**src/rtl/data_bus_bridge.sv**
```systemverilog
// Bridges core load/store requests onto a single-beat valid/ready data bus, stalling the core until the transfer retires.
// Optional BUS_TIMEOUT_EN macro adds an abort after TIMEOUT_CYCLES un-acknowledged bus cycles.
module data_bus_bridge #(
   parameter int TIMEOUT_CYCLES = 255
) (
   input  logic        clk,
   input  logic        reset,
   input  logic        mem_re,
   input  logic        mem_we,
   input  logic [2:0]  mem_ctrl,
   input  logic [31:0] addr,
   input  logic [31:0] wdata,
   output logic [31:0] rdata,
   output logic        stall,
   output logic        err,
   output logic        bus_valid,
   input  logic        bus_ready,
   output logic        bus_we,
   output logic [31:0] bus_addr,
   output logic [3:0]  bus_be,
   output logic [31:0] bus_wdata,
   input  logic [31:0] bus_rdata
);
   // state | meaning
   // IDLE  | waiting for a core request
   // BUS   | request on the bus, waiting for bus_ready
   // DONE  | core released for one cycle, err flags misalign/timeout
   typedef enum logic [1:0] {IDLE = 2'd0, BUS = 2'd1, DONE = 2'd2} state_t;

   state_t      state, state_nxt;
   logic        req, is_byte, is_half, misalign, timeout;
   logic [3:0]  be_nxt;
   logic [31:0] wdata_nxt;
   logic [29:0] addr_q;
   logic [3:0]  be_q;
   logic [31:0] wdata_q, rdata_q;
   logic        we_q, err_q;
   logic        unused_bits;

   assign req      = mem_re | mem_we;
   // Size comes from the low two bits alone; bit 2 only selects sign handling in the core.
   assign is_byte  = (mem_ctrl[1:0] == 2'b00);
   assign is_half  = (mem_ctrl[1:0] == 2'b01);
   assign misalign = (is_half & addr[0]) | (~is_byte & ~is_half & (addr[1:0] != 2'b00));
   assign unused_bits = mem_ctrl[2];

   always_comb begin
      be_nxt    = 4'b1111;
      wdata_nxt = wdata;
      if (mem_we) begin
         if (is_byte) begin
            be_nxt    = 4'b0001 << addr[1:0];
            wdata_nxt = {4{wdata[7:0]}};
         end else if (is_half) begin
            be_nxt    = addr[1] ? 4'b1100 : 4'b0011;
            wdata_nxt = {2{wdata[15:0]}};
         end
      end
   end

`ifdef BUS_TIMEOUT_EN
   localparam int CW = $clog2(TIMEOUT_CYCLES + 1);
   logic [CW-1:0] tmo_cnt;

   // Every BUS entry passes through IDLE, so clearing there restarts the count per transfer.
   always_ff @(posedge clk) begin
      if (reset)
         tmo_cnt <= '0;
      else if (state == IDLE)
         tmo_cnt <= '0;
      else if (state == BUS && !bus_ready)
         tmo_cnt <= tmo_cnt + 1'b1;
   end

   assign timeout = (state == BUS) && !bus_ready && (tmo_cnt == CW'(TIMEOUT_CYCLES - 1));
`else
   logic unused_tmo;
   assign unused_tmo = (TIMEOUT_CYCLES > 0);
   assign timeout    = 1'b0;
`endif

   always_ff @(posedge clk) begin
      if (reset)
         state <= IDLE;
      else
         state <= state_nxt;
   end

   always_comb begin
      state_nxt = state;
      case (state)
         IDLE:    if (req) state_nxt = misalign ? DONE : BUS;
         BUS:     if (bus_ready || timeout) state_nxt = DONE;
         DONE:    state_nxt = IDLE;
         default: state_nxt = IDLE;
      endcase
   end

   always_comb begin
      stall     = (state == BUS) || ((state == IDLE) && req);
      bus_valid = (state == BUS);
   end

   always_ff @(posedge clk) begin
      if (reset) begin
         addr_q  <= '0;
         be_q    <= '0;
         wdata_q <= '0;
         we_q    <= 1'b0;
         rdata_q <= '0;
         err_q   <= 1'b0;
      end else begin
         err_q <= 1'b0;
         if (state == IDLE && req) begin
            addr_q  <= addr[31:2];
            be_q    <= be_nxt;
            wdata_q <= wdata_nxt;
            we_q    <= mem_we;
            if (misalign) begin
               rdata_q <= '0;
               err_q   <= 1'b1;
            end
         end
         if (state == BUS) begin
            if (bus_ready) begin
               if (!we_q) rdata_q <= bus_rdata;
            end else if (timeout) begin
               rdata_q <= '0;
               err_q   <= 1'b1;
            end
         end
      end
   end

   assign err       = err_q;
   assign rdata     = rdata_q;
   assign bus_we    = we_q;
   assign bus_addr  = {addr_q, 2'b00};
   assign bus_be    = be_q;
   assign bus_wdata = wdata_q;
endmodule

```
**config.mk**
```make
export PLATFORM = sky130hd
export DESIGN_NAME = data_bus_bridge
export DESIGN_NICKNAME = d
export VERILOG_FILES = /design/src/rtl/data_bus_bridge.sv
export SDC_FILE = /design/constraint.sdc
export NUM_CORES = 1
export LEC_CHECK = 0
export ABC_AREA = 0
export CORE_ASPECT_RATIO = 1.1
export CORE_MARGIN = 1
export CORE_UTILIZATION = 40
export DETAILED_ROUTE_END_ITERATION = 10
export DONT_BUFFER_PORTS = 1
export SYNTH_ARGS = -nofsm -noshare
export SYNTH_HDL_FRONTEND = slang
export SYNTH_SLANG_ARGS = --single-unit
```
**constraint.sdc**
```tcl
create_clock -name clk -period 1.8 [get_ports clk]
set_input_delay 0.09 -clock clk [delete_from_list [all_inputs] [get_ports clk]]
set_output_delay 0.09 -clock clk [all_outputs]
set_load 0.03 [all_outputs]
```
==> reports/summary.txt, run 1 <==
result of the run - finished with violations
violated checks - DRC
cell type with the highest aggregate area in the netlist - dfxtp_1
setup slack at placement - 0.3168 ns
kind of start point of the critical path - primary input
fraction of layout cells with a size suffix above 1 - 8.008%
cell count of the worst hold path - 2
unrepaired setup endpoints after global routing - false
top-area cell type share of the netlist area - 50.50%
H-tree levels - 3
fraction of power consumed by combinational cells - 16.1%
total die area - 0.01052 mm²
Final Non-Filler Cells - 632
post-layout power - 0.005418 W
power density over the cells - 1007 mW/mm²
internal power of the cells - 0.003693 W
ports placed on the boundary - 208
total wire length - 12,550 µm
leading cell types in the layout, fill and taps excluded - dfxtp_1 (102), dlygate4sd3_1 (101), a21oi_1 (76)
post-synth cell types - 34
global-route wire length before repair - 19,260 µm
Vias per Instance - 5.953
vias in the first global route - 3,761
Peak VDD IR - 0.5257 mV
part of the total power dissipated in sequential elements - 54.1%
Reg2Reg Capture Point - addr_q[15]
Placement Rows - 38
switching power total - 0.001725 W
count of input and output buffers - 0
max-capacitance violation count - 0
post-CTS sizing - 0
switching portion of total power - 31.84%
final worst-path setup slack - 0.09239 ns
hold-critical path endpoint - bus_be[2]
CTS tree - done
worst setup slack for register-to-register paths - 0.27 ns
skew final - 0.007542 ns
final sum of negative setup slack - 0 ns
remaining number of nets flagged by the antenna check after routing - 0
total gr overflow - 0
HPWL after DPL - 7296 µm
Final Net Count - 612
number of clock sinks - 102
pin count of the biggest net entering global routing - 71
area of the mapped netlist - 0.004044 mm²
clock root cell - clkbuf_8
global-route total usage across every layer - 23.44%
Die Span X - 97.87 µm
instance count of the mapped netlist - 431
violation count after the first detailed-routing iteration - 240
clock insertion delay at the later pin of the skew report - 0.36 ns
number of pins with negative max-slew slack in the final report - 0
Ys Warns - 0
Worst Min Path Start - mem_ctrl[0]
sequential area share after synthesis - 50.50%
number of flip-flops and latches in the synthesized netlist - 102
class of the most critical hold timing path - in2reg
portion of total power attributed to the clock network - 29.7%
path depth of the worst reg2reg path - 4
vias post-DR - 3,762
Post-CTS Hold Buffers - 102
source of the worst register-to-register timing path - state[0]
total count of hold-check failures in the final report - 0
largest fanout on the critical path - 13
antenna violations before repair - 0
drt pass-1 iters - 7
most common cell after layout, fill and taps aside - dfxtp_1
total setup violations reported at the end of the flow - 0
f_max - 0.5856 GHz
crit path kind - in2reg
crit path time final - 1.708 ns
DRC violations left - 13
Post-Synthesis Mean Instance Area - 9.383 µm²
final cycle utilization of the critical path - 94.87%
cell types occupying the most area after synthesis - dfxtp_1 (50%), a21oi_1 (9.4%), a32o_1 (7.9%)
Leakage - 2.013 nW
total core area - 0.009842 mm²
worst endpoint required time - 2.08 ns
buffer levels on the longest clock path - 2
instance count after placement with tap cells included - 515
Layout Area Growth over Synthesis - 33.04%
starting density of the core - 41.09%
post-CTS setup buffer count - 0
Post-synth EDFFs - 0
proportion of synthesized flip-flops having asynchronous set or reset - 0%
flip-flop cell with the highest count after synthesis - dfxtp_1
n_diodes - 0
clock-pin transition on the worst setup and hold timing paths - 0.09 ns
final estimated routing congestion in global placement - 0.7222
TritonCTS buffer count - 9
vertical extent of the die - 107.5 µm
routed length per placed instance - 19.85 µm
Critical Path AT - 1.99 ns
critical path endpoint category - register
-- layer usage --
metal | up-vias | share of wire [%] | track usage [%]
li1 | 1770 | - | -
met1 | 1794 | 38 | 26.03
met2 | 180 | 51 | 42.35
met3 | 18 | 8.3 | 5.260
met4 | 0 | 2.1 | 11.15
met5 | - | 0 | 0
-- power groups by stage --
stage	Clock [W]	Combinational, W	Sequential, W
global placement	0	0.000624	0.00298
detailed placement	0	0.000647	0.00298
floorplan	0	0.000541	0.00294
finish	0.00161	0.000875	0.00293
CTS	0.00166	0.000864	0.00293
global route	0.00173	0.000954	0.00295
-- synth_stat cells, types with 2 or more instances --
library cell / count
dfxtp_1: 102
a21oi_1: 76
nand3_1: 38
o21ai_0: 36
a32o_1: 32
buf_2: 25
clkbuf_1: 21
nand2_1: 19
a311oi_1: 16
a211oi_1: 14
and4b_1: 8
mux2i_1: 8
buf_4: 4
nor2_1: 4
nand2b_1: 3
o21ai_1: 3
inv_1: 2
nor2_2: 2
nor3_1: 2
or2_2: 2
-- logic make-up (layout without fill, tap and decap cells) --
family / count (synthesis) / after routing / share of synthesized area (%)
compound gates: 181 / 181 / 29.11
buf+inv: 54 / 134 / 6.188
flops: 102 / 102 / 50.50
mux: 8 / 8 / 1.980
other cells: 1 / 2 / 0.09273
simple gates: 85 / 85 / 12.13
-- stage by stage --
| stage | hold slack, ns | cell area [µm²] | utilization (%) |
|---|---|---|---|
| after global routing | 0.03414 | 5380 | 54.67 |
| after global placement | 0.1645 | 4119 | 41.85 |
| after CTS | 0.01038 | 5380 | 54.67 |
| after detailed placement | 0.1654 | 4119 | 41.85 |
| after floorplan | 0.2158 | 4048 | - |
| final | 0.02909 | 5380 | 54.67 |
-- state kept, by name, summed over array words and instances (netlist names) --
signal and cells:
bus_be 4, rdata 32, bus_wdata 32, addr_q 30, err 1, bus_we 1
state 2
-- worst max path at each step --
| stage | from | slack (ns) | endpoint | cells past startpoint |
|---|---|---|---|---|
| after detailed placement | state[0] | 0.32 | addr_q[19] | 4 |
| after floorplan | bus_we | 0.42 | rdata[10] | 4 |
| after global routing | mem_ctrl[0] | 0.03 | bus_wdata[25] | 5 |
| final | mem_ctrl[0] | 0.09 | bus_wdata[25] | 5 |
| after global placement | state[0] | 0.37 | addr_q[23] | 4 |
| after CTS | mem_ctrl[0] | 0.09 | bus_wdata[25] | 5 |
-- worst max-delay path: stages --
cell,delay [ns]
dlygate4sd3_1,0.57
nor3b_4,0.34
nand2_1,0.15
dlygate4sd3_1,0.60
a311oi_1,0.24
-- cell type report --
| class | count | area [µm²] |
|---|---|---|
| timing repair buffer | 117 | 1189 |
| inverter | 2 | 7.507 |
| clock buffer | 12 | 155.1 |
| tap | 120 | 150.1 |
| fill | 833 | 4462 |
| sequential | 102 | 2042 |
| multi-input combinational | 276 | 1769 |
| clock inverter | 3 | 67.56 |
Power figures use the tool's default switching activity.
==> run 2, diff against run 1 <==
Settings changed: CORE_ASPECT_RATIO 1.1 to default.
==> run 2 against run 1 <==
  * The run now ends clean
  * Count of clock-buffer cells in the layout shrank 2
  * Sequential share of layout area is essentially flat
  * Cell count grew 2.7%
  * Flip-flop and latch count is the same
  * Largest power group unchanged
  * Register-to-register slack lost 0.16 ns
  * Power shrank 4.3%
==> reports/summary.txt, run 2 (same netlist as run 1, synthesis figures left out) <==
antenna violations before repair - 0 (unchanged)
leading cell types in the layout, fill and taps excluded - dfxtp_1 (102), dlygate4sd3_1 (101), a21oi_1 (76) (unchanged)
clock-pin transition on the worst setup and hold timing paths - 0.11 ns (was 0.09 ns)
starting density of the core - 41.37% (was 41.09%)
class of the most critical hold timing path - in2reg (unchanged)
Worst Hold Slack - 0.04344 ns (was 0.02909 ns)
count of input and output buffers - 0 (unchanged)
global-route wire length before repair - 18,040 µm (was 19,260 µm)
Leakage - 2.014 nW (was 2.013 nW)
switching power total - 0.001772 W (was 0.001725 W)
drt pass-1 iters - 5 (was 7)
TritonCTS buffer count - 9 (unchanged)
post-layout instance area - 0.005375 mm² (was 0.005380 mm²)
most common cell after layout, fill and taps aside - dfxtp_1 (unchanged)
Least-Margin Pin Slew - 0.5116 ns
global-route total usage across every layer - 22.43% (was 23.44%)
routed length per placed instance - 18.93 µm (was 19.85 µm)
Worst Min Path Start - mem_ctrl[0] (unchanged)
kind of start point of the critical path - register (was primary input)
n_diodes - 0 (unchanged)
Critical Path AT - 2.01 ns (was 1.99 ns)
vertical extent of the die - 102.5 µm (was 107.5 µm)
total die area - 0.01052 mm² (about the same)
ports placed on the boundary - 208 (unchanged)
part of the total power dissipated in sequential elements - 56.5% (was 54.1%)
path depth of the worst reg2reg path - 5 (was 4)
Final Net Count - 615 (was 612)
switching portion of total power - 34.17% (was 31.84%)
fraction of power consumed by combinational cells - 16.9% (was 16.1%)
worst setup slack for register-to-register paths - 0.11 ns (was 0.27 ns)
crit path time final - 1.695 ns (was 1.708 ns)
total gr overflow - 0 (unchanged)
final core utilization - 54.99% (was 54.67%)
CTS tree - done (unchanged)
HPWL after DPL - 7358 µm (was 7296 µm)
final sum of negative setup slack - 0 ns (unchanged)
vias post-DR - 3,787 (was 3,762)
skew final - 0.01410 ns (was 0.007542 ns)
violation count after the first detailed-routing iteration - 123 (was 240)
final cycle utilization of the critical path - 94.17% (was 94.87%)
post-CTS setup buffer count - 0 (unchanged)
result of the run - finished, final reports clean (was finished with violations)
pin count of the biggest net entering global routing - 71 (unchanged)
power density over the cells - 964.6 mW/mm² (was 1007 mW/mm²)
number of clock sinks - 102 (unchanged)
crit path kind - reg2reg (was in2reg)
Die Span X - 102.5 µm (was 97.87 µm)
total wire length - 12,290 µm (was 12,550 µm)
Peak VDD IR - 0.4548 mV (was 0.5257 mV)
total count of hold-check failures in the final report - 0 (unchanged)
largest fanout on the critical path - 26 (was 13)
cell count of the worst hold path - 2 (unchanged)
total core area - 0.009774 mm² (was 0.009842 mm²)
internal power of the cells - 0.003413 W (was 0.003693 W)
number of pins with negative max-slew slack in the final report - 0 (unchanged)
source of the worst register-to-register timing path - state[0] (unchanged)
Vias per Instance - 5.835 (was 5.953)
DRC violations left - 0 (was 13)
Layout Area Growth over Synthesis - 32.92% (was 33.04%)
worst endpoint required time - 2.11 ns (was 2.08 ns)
fraction of layout cells with a size suffix above 1 - 8.915% (was 8.008%)
H-tree levels - 3 (unchanged)
hold-critical path endpoint - bus_be[2] (unchanged)
final estimated routing congestion in global placement - 0.7880 (was 0.7222)
Reg2Reg Capture Point - bus_we (was addr_q[15])
critical path endpoint category - register (unchanged)
max-capacitance violation count - 0 (unchanged)
clock root cell - clkbuf_8 (unchanged)
portion of total power attributed to the clock network - 26.6% (was 29.7%)
buffer levels on the longest clock path - 2 (unchanged)
f_max - 0.5900 GHz (was 0.5856 GHz)
Placement Rows - 36 (was 38)
unrepaired setup endpoints after global routing - false (unchanged)
total setup violations reported at the end of the flow - 0 (unchanged)
post-CTS sizing - 0 (unchanged)
vias in the first global route - 3,691 (was 3,761)
Placed Instance Area - 0.004145 mm² (was 0.004119 mm²)
remaining number of nets flagged by the antenna check after routing - 0 (unchanged)
post-layout power - 0.005185 W (was 0.005418 W)
clock insertion delay at the later pin of the skew report - 0.36 ns (about the same)
Slew headroom - 65.86%
Post-CTS Hold Buffers - 102 (unchanged)
run 2: layout make-up:
type	instances	area, µm²
well taps	133	166.4
flip-flops and latches	102	2042
multi-input cells	276	1769
clock buffers	10	137.6
repair buffers	120	1199
fillers	876	4399
clock inverters	6	53.80
inverters	2	7.507
run 2: metal layers:
metal	routed length, µm	track usage, %
met5	0	0
met4	195	9.011
met3	1148	8.000
met2	6177	40.51
met1	4766	23.66
run 2: stage by stage:
step | instances | worst slack (ns)
2_1_floorplan | 432 | 0.4217
3_3_place_gp | 531 | 0.4127
3_5_place_dp | 531 | 0.3579
4_1_cts | 649 | 0.1394
5_1_grt | 649 | 0.01075
6_report | 649 | 0.1050
run 2: worst max-delay path by stage:
stage               slack, ns      from   endpoint
floorplan                0.42    bus_we  rdata[10]
global placement         0.41  state[0]  addr_q[9]
detailed placement       0.36  state[0]  addr_q[6]
CTS                      0.14  state[0]     bus_we
global route             0.01  state[0]     bus_we
finish                   0.11  state[0]     bus_we
run 2: power groups by stage:
stage / clock network (W) / logic (W) / registers (W)
2_1_floorplan: 0 / 0.000541 / 0.00294
3_3_place_gp: 0 / 0.000622 / 0.00298
3_5_place_dp: 0 / 0.000643 / 0.00298
4_1_cts: 0.00145 / 0.000863 / 0.00293
5_1_grt: 0.00154 / 0.000963 / 0.00295
6_report: 0.00138 / 0.000876 / 0.00293
run 2: worst max-delay path, stage by stage (launching register included):
cell	delay, ns
dfxtp_1	0.38
nor2_4	0.15
buf_4	0.31
nand2_1	0.09
a21oi_1	0.14
dlygate4sd3_1	0.56
==> run 3, diff against run 2 <==
Clock period 1.8 ns to 2.1 ns, I/O delays scaled along.
==> run 3 against run 2 <==
  * Flip-flop and latch count is the same
  * Clock skew shrank 0.0027 ns
  * Global-route usage grew 0.36 points
  * Largest cell class unchanged
==> reports/summary.txt, run 3 (same netlist as run 1, synthesis figures left out) <==
Layout Area Growth over Synthesis - 32.77% (was 32.92%)
clock root cell - clkbuf_8 (unchanged)
Placement Rows - 36 (unchanged)
antenna violations before repair - 0 (unchanged)
count of input and output buffers - 0 (unchanged)
global-route total usage across every layer - 22.79% (was 22.43%)
final estimated routing congestion in global placement - 0.7708 (was 0.7880)
Worst Min Path Start - mem_re (was mem_ctrl[0])
starting density of the core - 41.37% (unchanged)
result of the run - finished, final reports clean (unchanged)
number of clock sinks - 102 (unchanged)
Reg2Reg Capture Point - bus_wdata[12] (was bus_we)
clock insertion delay at the later pin of the skew report - 0.36 ns (about the same)
total gr overflow - 0 (unchanged)
DRC violations left - 0 (unchanged)
Die Span X - 102.5 µm (unchanged)
total wire length - 12,730 µm (was 12,290 µm)
buffer levels on the longest clock path - 2 (unchanged)
source of the worst register-to-register timing path - state[1] (was state[0])
Leakage - 2.005 nW (was 2.014 nW)
Slew headroom - 58.97% (was 65.86%)
vias in the first global route - 3,795 (was 3,691)
CTS tree - done (unchanged)
vertical extent of the die - 102.5 µm (unchanged)
crit path time final - 1.685 ns (was 1.695 ns)
leading cell types in the layout, fill and taps excluded - dfxtp_1 (102), dlygate4sd3_1 (101), a21oi_1 (76) (unchanged)
Vias per Instance - 5.926 (was 5.835)
remaining number of nets flagged by the antenna check after routing - 0 (unchanged)
Critical Path AT - 1.94 ns (was 2.01 ns)
max-capacitance violation count - 0 (unchanged)
final cycle utilization of the critical path - 80.25% (was 94.17%)
crit path kind - reg2reg (unchanged)
global-route wire length before repair - 18,550 µm (was 18,040 µm)
n_diodes - 0 (unchanged)
CP bufs+invs - 1 (was 2)
HPWL after DPL - 7411 µm (was 7358 µm)
worst setup slack for register-to-register paths - 0.41 ns (was 0.11 ns)
cell breakdown of the critical path - or2_1 -> nor2_2 -> buf_4 -> a311oi_1 (was nor2_4 -> buf_4 -> nand2_1 -> a21oi_1 -> dlygate4sd3_1)
total setup violations reported at the end of the flow - 0 (unchanged)
most common cell after layout, fill and taps aside - dfxtp_1 (unchanged)
stage delay of the slowest cell on the critical path - 0.54 ns (was 0.56 ns)
critical path endpoint category - register (unchanged)
total core area - 0.009774 mm² (unchanged)
worst endpoint required time - 2.36 ns (was 2.11 ns)
path depth of the worst reg2reg path - 4 (was 5)
ports placed on the boundary - 208 (unchanged)
routed length per placed instance - 19.74 µm (was 18.93 µm)
Final Net Count - 612 (was 615)
master of the slowest instance on the critical path - dfxtp_1 (was dlygate4sd3_1)
cell count of the worst hold path - 3 (was 2)
Top delay family on crit path - flip-flops (was buffers and inverters)
unrepaired setup endpoints after global routing - false (unchanged)
violation count after the first detailed-routing iteration - 135 (was 123)
pin count of the biggest net entering global routing - 71 (unchanged)
vias post-DR - 3,822 (was 3,787)
Peak VDD IR - 0.4815 mV (was 0.4548 mV)
drt pass-1 iters - 5 (unchanged)
post-layout power - 0.004644 W (was 0.005185 W)
hold-critical path endpoint - bus_we (was bus_be[2])
power density over the cells - 865.1 mW/mm² (was 964.6 mW/mm²)
f_max - 0.5934 GHz (was 0.5900 GHz)
final sum of negative setup slack - 0 ns (unchanged)
H-tree levels - 3 (unchanged)
Least-Margin Pin Slew - 0.6132 ns (was 0.5116 ns)
kind of start point of the critical path - register (unchanged)
total die area - 0.01052 mm² (unchanged)
class of the most critical hold timing path - in2reg (unchanged)
skew final - 0.01137 ns (was 0.01410 ns)
fraction of layout cells with a size suffix above 1 - 8.203% (was 8.915%)
TritonCTS buffer count - 9 (unchanged)
number of pins with negative max-slew slack in the final report - 0 (unchanged)
total count of hold-check failures in the final report - 0 (unchanged)
clock-pin transition on the worst setup and hold timing paths - 0.09 ns (was 0.11 ns)
largest fanout on the critical path - 24 (was 26)
[run 3: cell types whose count changed in the layout (fill, tap and decap cells not counted), sizes merged]
cell	change
buf	-3
bufinv	+2
clkinv	-2
inv	-1
[run 3: layer usage]
| metal | wire length [µm] | GRT usage, % |
|---|---|---|
| met5 | 0 | 0 |
| met4 | 245 | 7.802 |
| met3 | 1172 | 8.678 |
| met2 | 6340 | 41.44 |
| met1 | 4971 | 23.97 |
[run 3: repair_timing]
| action | 4_1_cts | 5_1_grt |
|---|---|---|
| gates resized for setup | 0 | 0 |
| endpoints found under the hold margin | 102 | 0 |
| setup buffers | 0 | 0 |
| hold buffers | 102 | 0 |
| endpoints found under the setup margin | 0 | 0 |
[run 3: power by group]
group / internal (W) / switching, W
Combinational: 0.000338 / 0.000409
Clock: 0.000703 / 0.000681
Sequential: 0.00209 / 0.000420
Total: 0.00313 / 0.00151
[run 3: worst register-to-register path: stages (launching register included)]
cell	delay, ns
dfxtp_1	0.54
or2_1	0.49
nor2_2	0.05
buf_4	0.23
a311oi_1	0.28
[run 3: through the flow]
step | hold slack (ns) | setup slack, ns | cells | instance area [µm²] | utilization (%)
after CTS | 0.01863 | 0.4234 | 645 | 5369 | 54.93
after global placement | 0.1809 | 0.5074 | 528 | 4110 | 42.05
after floorplan | 0.2308 | 0.7217 | 432 | 4048 | -
after global routing | 0.02787 | 0.2716 | 645 | 5369 | 54.93
final | 0.01754 | 0.4148 | 645 | 5369 | 54.93
after detailed placement | 0.1836 | 0.4377 | 528 | 4110 | 42.05
[run 3: worst max-delay path by stage]
| stage | startpoint | to | slack, ns | depth (start not counted) |
|---|---|---|---|---|
| finish | state[1] | bus_wdata[12] | 0.41 | 4 |
| global route | state[1] | bus_wdata[12] | 0.27 | 4 |
| CTS | state[1] | bus_wdata[29] | 0.42 | 4 |
| detailed placement | state[1] | bus_wdata[23] | 0.44 | 4 |
| global placement | state[1] | state[0] | 0.51 | 4 |
| floorplan | bus_we | rdata[10] | 0.72 | 4 |
[run 3: layout make-up]
| cell class | instances | area (µm²) |
|---|---|---|
| inverter | 2 | 7.507 |
| clock inverter | 5 | 82.58 |
| tap | 133 | 166.4 |
| fill | 886 | 4405 |
| timing repair buffer | 117 | 1164 |
| clock buffer | 10 | 137.6 |
| sequential | 102 | 2042 |
| multi-input combinational | 276 | 1769 |
